File: config.mk
export PLATFORM = sky130hd
export DESIGN_NAME = cordic_sched
export DESIGN_NICKNAME = d
export VERILOG_FILES = /design/src/rtl/cordic_sched.sv
export SDC_FILE = /design/constraint.sdc
export NUM_CORES = 2
export LEC_CHECK = 0
export BUFFER_PORTS_ARGS = -buffer_cell sky130_fd_sc_hd__buf_2
export CORE_ASPECT_RATIO = 1.5
export CORE_UTILIZATION = 54
export CTS_CLUSTER_DIAMETER = 60
export DETAILED_ROUTE_END_ITERATION = 12
export GPL_TIMING_DRIVEN = 0
export PLACE_DENSITY = 0.79
export SYNTH_ARGS = -nofsm -noshare
export SYNTH_HDL_FRONTEND = slang
export SYNTH_SLANG_ARGS = --single-unit
File: constraint.sdc
create_clock -name clk -period 19.55 [get_ports clk]
set_input_delay 1.955 -clock clk [delete_from_list [all_inputs] [get_ports clk]]
set_output_delay 1.955 -clock clk [all_outputs]
set_load 0.05 [all_outputs]
File: src/rtl/cordic_sched.sv
// cordic_sched: round-robin front end sharing one pipelined CORDIC rotator
// among NREQ requesters; results return tagged to their originator.
module cordic #(
  parameter int DW   = 10,
  parameter int AW   = DW,
  parameter int ITER = DW
) (
  input  logic                 clk,
  input  logic                 rst,
  input  logic                 en,
  input  logic signed [DW-1:0] x_i,
  input  logic signed [DW-1:0] y_i,
  input  logic signed [AW-1:0] a_i,
  output logic signed [DW-1:0] x_o,
  output logic signed [DW-1:0] y_o,
  output logic signed [AW-1:0] a_o
);
  localparam int G  = 4;
  localparam int IW = DW + G + 2;
  localparam int ZW = AW + G + 1;
  localparam int SH = 32 - AW - G;
  localparam logic signed [IW-1:0] HI = IW'((1 <<< (DW - 1)) - 1);
  localparam logic signed [IW-1:0] LO = -HI - IW'(1);
  localparam logic signed [ZW-1:0] QTR = ZW'(1 <<< (AW - 2 + G));
  localparam logic signed [17:0] KINV = 18'sd39797;

  // atan(2^-i)/pi scaled so that pi = 2^31
  function automatic int atan_c(input int i);
    int t;
    case (i)
      0:  t = 536870912;
      1:  t = 316933406;
      2:  t = 167458907;
      3:  t = 85004756;
      4:  t = 42667331;
      5:  t = 21354465;
      6:  t = 10679838;
      7:  t = 5340184;
      8:  t = 2670175;
      9:  t = 1335088;
      10: t = 667544;
      11: t = 333772;
      12: t = 166886;
      13: t = 83443;
      14: t = 41722;
      default: t = 20861 >>> (i - 15);
    endcase
    return (t + (1 <<< (SH - 1))) >>> SH;
  endfunction

  // pre-divide by the CORDIC gain so results come out unscaled
  function automatic logic signed [IW-1:0] gain(
    input logic signed [IW-1:0] v
  );
    return IW'(((IW+18)'(v) * (IW+18)'(KINV)
               + (IW+18)'(32768)) >>> 16);
  endfunction

  function automatic logic signed [DW-1:0] rnd_sat(
    input logic signed [IW-1:0] v
  );
    logic signed [IW-1:0] r;
    r = (v + IW'(1 <<< (G - 1))) >>> G;
    if (r > HI) return DW'(HI);
    if (r < LO) return DW'(LO);
    return DW'(r);
  endfunction

  logic signed [IW-1:0] xs, ys, xr, yr;
  logic signed [ZW-1:0] zs, zr;

  always_comb begin
    xs = IW'(x_i) <<< G;
    ys = IW'(y_i) <<< G;
    zs = ZW'(a_i) <<< G;
    xr = xs;
    yr = ys;
    zr = zs;
    unique case (1'b1)
      (a_i[AW-1 -: 2] == 2'b01): begin
        xr = -ys;
        yr = xs;
        zr = zs - QTR;
      end
      (a_i[AW-1 -: 2] == 2'b10): begin
        xr = ys;
        yr = -xs;
        zr = zs + QTR;
      end
      default: ;
    endcase
  end

  logic signed [IW-1:0] x_q [ITER+1];
  logic signed [IW-1:0] y_q [ITER+1];
  logic signed [ZW-1:0] z_q [ITER+1];

  always_ff @(posedge clk) begin
    if (rst) begin
      for (int i = 0; i <= ITER; i++) begin
        x_q[i] <= '0;
        y_q[i] <= '0;
        z_q[i] <= '0;
      end
    end else if (en) begin
      x_q[0] <= gain(xr);
      y_q[0] <= gain(yr);
      z_q[0] <= zr;
      for (int i = 0; i < ITER; i++) begin
        if (z_q[i][ZW-1]) begin
          x_q[i+1] <= x_q[i] + (y_q[i] >>> i);
          y_q[i+1] <= y_q[i] - (x_q[i] >>> i);
          z_q[i+1] <= z_q[i] + ZW'(atan_c(i));
        end else begin
          x_q[i+1] <= x_q[i] - (y_q[i] >>> i);
          y_q[i+1] <= y_q[i] + (x_q[i] >>> i);
          z_q[i+1] <= z_q[i] - ZW'(atan_c(i));
        end
      end
    end
  end

  assign x_o = rnd_sat(x_q[ITER]);
  assign y_o = rnd_sat(y_q[ITER]);
  assign a_o = AW'((z_q[ITER] + ZW'(1 <<< (G - 1))) >>> G);
endmodule

module cordic_sched #(
  parameter  int NREQ = 4,
  parameter  int DW   = 10,
  parameter  int AW   = DW,
  parameter  int ITER = DW,
  localparam int LAT  = ITER + 1,
  localparam int CW   = $clog2(LAT + 1)
) (
  input  logic               clk,
  input  logic               rst_n,
  input  logic [NREQ-1:0]    req_valid,
  output logic [NREQ-1:0]    req_ready,
  input  logic [NREQ*DW-1:0] req_x,
  input  logic [NREQ*DW-1:0] req_y,
  input  logic [NREQ*AW-1:0] req_a,
  output logic [NREQ-1:0]    rsp_valid,
  input  logic [NREQ-1:0]    rsp_ready,
  output logic [DW-1:0]      rsp_x,
  output logic [DW-1:0]      rsp_y,
  output logic [AW-1:0]      rsp_arem,
  output logic [CW-1:0]      inflight
);
  localparam int TW = $clog2(NREQ);

  logic [TW-1:0]  tag_q [LAT];
  logic [LAT-1:0] vld_q;
  logic [TW-1:0]  ptr_q, ptr_d, gnt, out_tag;
  logic [CW-1:0]  cnt_q, cnt_d;
  logic           gnt_ok, adv, acc, out_v;
  logic [DW-1:0]  in_x, in_y;
  logic [AW-1:0]  in_a;

  assign out_v   = vld_q[LAT-1];
  assign out_tag = tag_q[LAT-1];
  // only an unaccepted result at the head freezes the pipe
  assign adv     = !(out_v && !rsp_ready[out_tag]);

  always_comb begin
    gnt_ok = 1'b0;
    gnt    = ptr_q;
    for (int k = 0; k < NREQ; k++) begin
      int j;
      j = int'(ptr_q) + k;
      if (j >= NREQ) j = j - NREQ;
      if (!gnt_ok && req_valid[j[TW-1:0]]) begin
        gnt_ok = 1'b1;
        gnt    = TW'(j);
      end
    end
  end

  always_comb begin
    acc       = rst_n && adv && gnt_ok;
    req_ready = acc ? (NREQ'(1) << gnt) : '0;
    in_x      = acc ? req_x[int'(gnt)*DW +: DW] : '0;
    in_y      = acc ? req_y[int'(gnt)*DW +: DW] : '0;
    in_a      = acc ? req_a[int'(gnt)*AW +: AW] : '0;
    ptr_d     = (gnt == TW'(NREQ - 1)) ? '0 : gnt + TW'(1);
    cnt_d     = cnt_q + CW'(acc) - CW'(out_v);
    rsp_valid = (rst_n && out_v) ? (NREQ'(1) << out_tag) : '0;
  end

  always_ff @(posedge clk) begin
    if (!rst_n) begin
      ptr_q <= '0;
      vld_q <= '0;
      cnt_q <= '0;
      for (int k = 0; k < LAT; k++) tag_q[k] <= '0;
    end else if (adv) begin
      vld_q    <= {vld_q[LAT-2:0], acc};
      tag_q[0] <= acc ? gnt : '0;
      for (int k = 1; k < LAT; k++) tag_q[k] <= tag_q[k-1];
      cnt_q    <= cnt_d;
      if (acc) ptr_q <= ptr_d;
    end
  end

  assign inflight = cnt_q;

  cordic #(
    .DW  (DW),
    .AW  (AW),
    .ITER(ITER)
  ) u_cordic (
    .clk(clk),
    .rst(!rst_n),
    .en (adv),
    .x_i(in_x),
    .y_i(in_y),
    .a_i(in_a),
    .x_o(rsp_x),
    .y_o(rsp_y),
    .a_o(rsp_arem)
  );
endmodule

# Word level (Yosys, flattened, before mapping)
# Memory sizes are Yosys's and may differ from the RTL's.
# Index checks and enable logic that the tools add are counted.
# op_classes
muxes	264
n_addsub	98
n_reduce_logical	13
eq_ne	3
n_bitwise	75
shift	5
multipliers	3
magnitude_cmp	13
# ops
cell	count
$mux 32	60
$mux 16	42
$add 32x19->32 const B	20
$mux 15	21
$add 15x14->15	10
$sub 15x14->15	10
$mux 10	11
$mux 1	99
$shiftx 40x32->10	2
$or 1x1->1	74
$add 32x17->32 const B	2
$mul 16x17->32 const B	2
$pmux 16 s2	2
$mux 2	21
$shiftx 40x7->10	1
$add 16x10->16	2
$add 16x11->16	2
$add 16x12->16	2
$add 16x13->16	2
$add 16x14->16	2
$add 16x15->16	2
$add 16x5->16 const B	2
$add 16x7->16	2
$add 16x8->16	2
other kinds (38)	79
# word_totals
ram_bits	539
wordCells	481
reg_bits	17
inputBits	130
memories	4
output_inout_bits	42
# mem_list
name	words	word_bits	rd	rd_clocked_by_memory_dff	write_ports	line_no	source
u_cordic.x_q	11	16	11	0	11	94	logic signed [IW-1:0] x_q [ITER+1];
u_cordic.y_q	11	16	11	0	11	95	logic signed [IW-1:0] y_q [ITER+1];
u_cordic.z_q	11	15	11	0	11	96	logic signed [ZW-1:0] z_q [ITER+1];
tag_q	11	2	11	0	11	152	logic [TW-1:0] tag_q [LAT];

# Longest topological paths before layout
# logic_depth
ltp_word	22
ltp_mapped	40
ltp_nobuf	34

# Cells and area by module
# Synthesis repeated with hierarchy kept, for this count alone.
# unflattened
hier_cells	5475
area_unflattened_um2	51115.3
# modules_own_cells
module	instances	seq_area_each_um2	area_each_um2	cells_per_inst
cordic	1	14894.3	48496.5	5200
cordic_sched	1	1001.0	2618.8	275

# Worst setup path before layout
# Ideal clock, no wire load.
# synth_timing
kind	input to register
start	input rsp_ready[2]
end	memory u_cordic.x_q[0][14] in the netlist's numbering, data pin
required_ps	19280
setup_ps	270
n_path_buf	7
slack_ps	8694
path_stages	37
arrival_time_ps	10586
cell_sequence	mux2_2 o22a_1 nand2_1 bufbuf_16 a21oi_1 clkbuf_8 buf_2 clkbuf_1 clkbuf_1 nand2_1 inv_1 ha_1 clkdlybuf4s50_2 clkbuf_1 nand3_1 a21oi_1 inv_1 fa_1 inv_1 fa_1 inv_1 fa_1 fa_1 inv_1 fa_1 ha_1 ha_1 a21oi_1 o21ai_0 a21o_1 a31o_2 a31o_2 a21o_2 and4_1 o21ai_0 nor3b_1 nor3_1
# synth_lines
item	line_no	source
start: declaration	144	input logic [NREQ-1:0] rsp_ready,
end: declaration	94	

==> reports/results.tsv <==
metric	value	unit
Final #Nets	6569	
via count	40080	
critical path data arrival time	13.20	ns
WL/cell	19.63	microns
die area	95320	sq um
CTS tree	done	
port bufs	170	
post-synth top area share	30.62	%
total routing usage reported by global routing	28.19	%
count leader, synth	ha_1	
top post-synthesis cells by count	ha_1, inv_1, edfxtp_1	
Adder-Cell Fraction of Synth Area	23.74	%
Worst Setup Path Type	in -> reg	
Post-Syn Instances	5342	
share of cells above drive strength 1	6.439	%
Syn Nets	6333	
Final ANT Viol Nets	0	
Synth Register Bits	535	
DR pass1 iterations	5	
mux cell area share after synthesis	2.404	%
detailed-route DRC error count	0	
setup bufs post-CTS	0	
initial antenna violation count	11	
main combinational cell family by area after synthesis	adder cells	
min-delay worst type	reg -> reg	
Placement Setup Slack	6.169	ns
Starting Density	54.57	%
RSZ-0062 raised after global routing	false	
Yosys warning count	0	
xor/xnor share of the synthesized area	8.880	%
Required @ worst endpoint	19.86	ns
DP Wirelength	109500	microns
main flop type after synthesis	edfxtp_1	
Clock Path Buffers	3	
Post-Syn Area	50790	sq um
Slew HR	9.955	%
Die W	252.4	microns
Synth cell types	94	
aggregate routed wire length	135100	microns
sequential share of the synthesized area	31.29	%
Post-synth EDFFs	518	
core region area	93080	sq um
clk_lat worst skew	0.66	ns
type of origin of the critical path	input port	
final setup TNS	0	ns
total CTS buffers	52	
GP Congestion	0.9687	
worst-margin pin slew	1.351	ns
Avg Cell Area, Syn	9.508	sq um
# setup viols final	0	
Final WS setup	6.657	ns
status	completed	
Filler Cell Count	7738	
min cycle time layout	12.89	ns
IO Pins	172	
H-tree Lvls	2	
Synth Area in Compound Gates	13.62	%
Die Height	377.6	microns
# rows	137	
Layout area overhead	8.826	%
PostCTS Resize Cnt	0	
simple-gate share of the synthesized area	14.34	%
top cells by area, synth	edfxtp_1, ha_1, fa_1, xnor2_1, inv_1	
Reg clk slew, reported paths	0.07	ns
largest net degree at the start of global routing	65	
Final Hold Fails	0	
CTS root buffer	clkbuf_16	
critical path's slowest cell	a21oi_1	
Post-CTS Hold Buffers	0	
crit share post-route	65.95	%
Critical Path Sink Type	register	
total of max-cap violations	0	
Async SR Flop Fraction	0	%
CP peak stage delay	0.79	ns
Final Skew	0.04185	ns
Detailed Route Iter0 Violations	2026	
TritonCTS Sinks	535	
Final Max Slew Viols	0	
Vias/cell	5.824	
total global routing overflow	0	
Achievable Freq	77.56	MHz
first-pass GRT wire length	208900	microns
vias in the first global route	40920	
CP max FO	10	
cell taking the most area after synthesis	edfxtp_1	
## critical path, delay by kind of cell
family,cells,cell delay [ns]
muxes,1,0.14
buffers and inverters,13,3.79
and+or+nand+nor,6,1.05
adders and majority gates,8,3.21
AOI/OAI and AO/OA,10,3.01
## worst paths after layout
kind | endpoint | slack [ns] | startpoint | depth (start not counted)
setup / recovery | u_cordic.x_q[0][14]$_SDFFCE_PN0P_ | 6.66 | rsp_ready[0] | 38
hold / removal | vld_q[10]$_SDFFE_PN0N_ | 0.47 | vld_q[9]$_SDFFE_PN0N_ | 2
setup reg to reg | u_cordic.x_q[0][14]$_SDFFCE_PN0P_ | 7.49 | tag_q[10][1]$_SDFFCE_PN0P_ | 37
hold reg to reg | vld_q[10]$_SDFFE_PN0N_ | 0.47 | vld_q[9]$_SDFFE_PN0N_ | 2
## per-stage QoR
stage / instances / hold WS (ns) / utilization [%] / area (sq um)
final: 6882 / 0.4687 / 59.39 / 55280
after detailed placement: 6775 / 0.4630 / 57.44 / 53470
after global routing: 6881 / 0.4806 / 59.38 / 55270
after floorplan: 5342 / 0.4414 / - / 50790
after CTS: 6873 / 0.4727 / 59.36 / 55250
after global placement: 6763 / 0.4593 / 57.17 / 53210
## final cells by class
type,count,area [sq um],area share [%]
buffer,147,655.6,1.186
inverter,601,2256,4.081
antenna,9,22.52,0.04074
clock buffer,69,1436,2.599
timing repair buffer,182,1072,1.940
tap,1251,1565,2.832
multi-input combinational,4059,32020,57.93
sequential,535,15900,28.76
clock inverter,29,351.6,0.6360
## metal layers
layer	track usage (%)	part of all wire [%]
met3	3.452	4.5
met1	26.27	33
met4	21.85	8.5
met5	0	0.0096
met2	54.70	54
## cell families (layout without fill, tap and decap cells)
logic type                 count (synthesis)  after routing
adders and majority gates                861            861
AOI/OAI and AO/OA                       1099           1099
DFF                                      535            535
xor gates and xnor gates                 515            515
other                                      0              9
and+or+nand+nor                         1503           1503
buffers and inverters                    748           1028
muxes                                     81             81
## cells in the final DEF, fill, tap and decap left out, types with 86 or more instances in the layout
cell	count
a21o_1	94
a21oi_1	350
buf_2	173
clkbuf_1	132
edfxtp_1	518
fa_1	171
ha_1	690
inv_1	597
nand2_1	270
nor2_1	516
nor3_1	172
o21ai_0	258
o21bai_1	86
xnor2_1	346
xor2_1	169
## registers in the layout, indices dropped and copies added (netlist names)
name / cells
ptr_q: 2
u_cordic.z_q: 151
vld_q: 11
inflight: 4
u_cordic.x_q: 172
u_cordic.y_q: 173
tag_q: 22
Power is left out: the tool's default activity adds up to more than one toggle a clock period on the data nets, which glitch-free logic cannot reach.
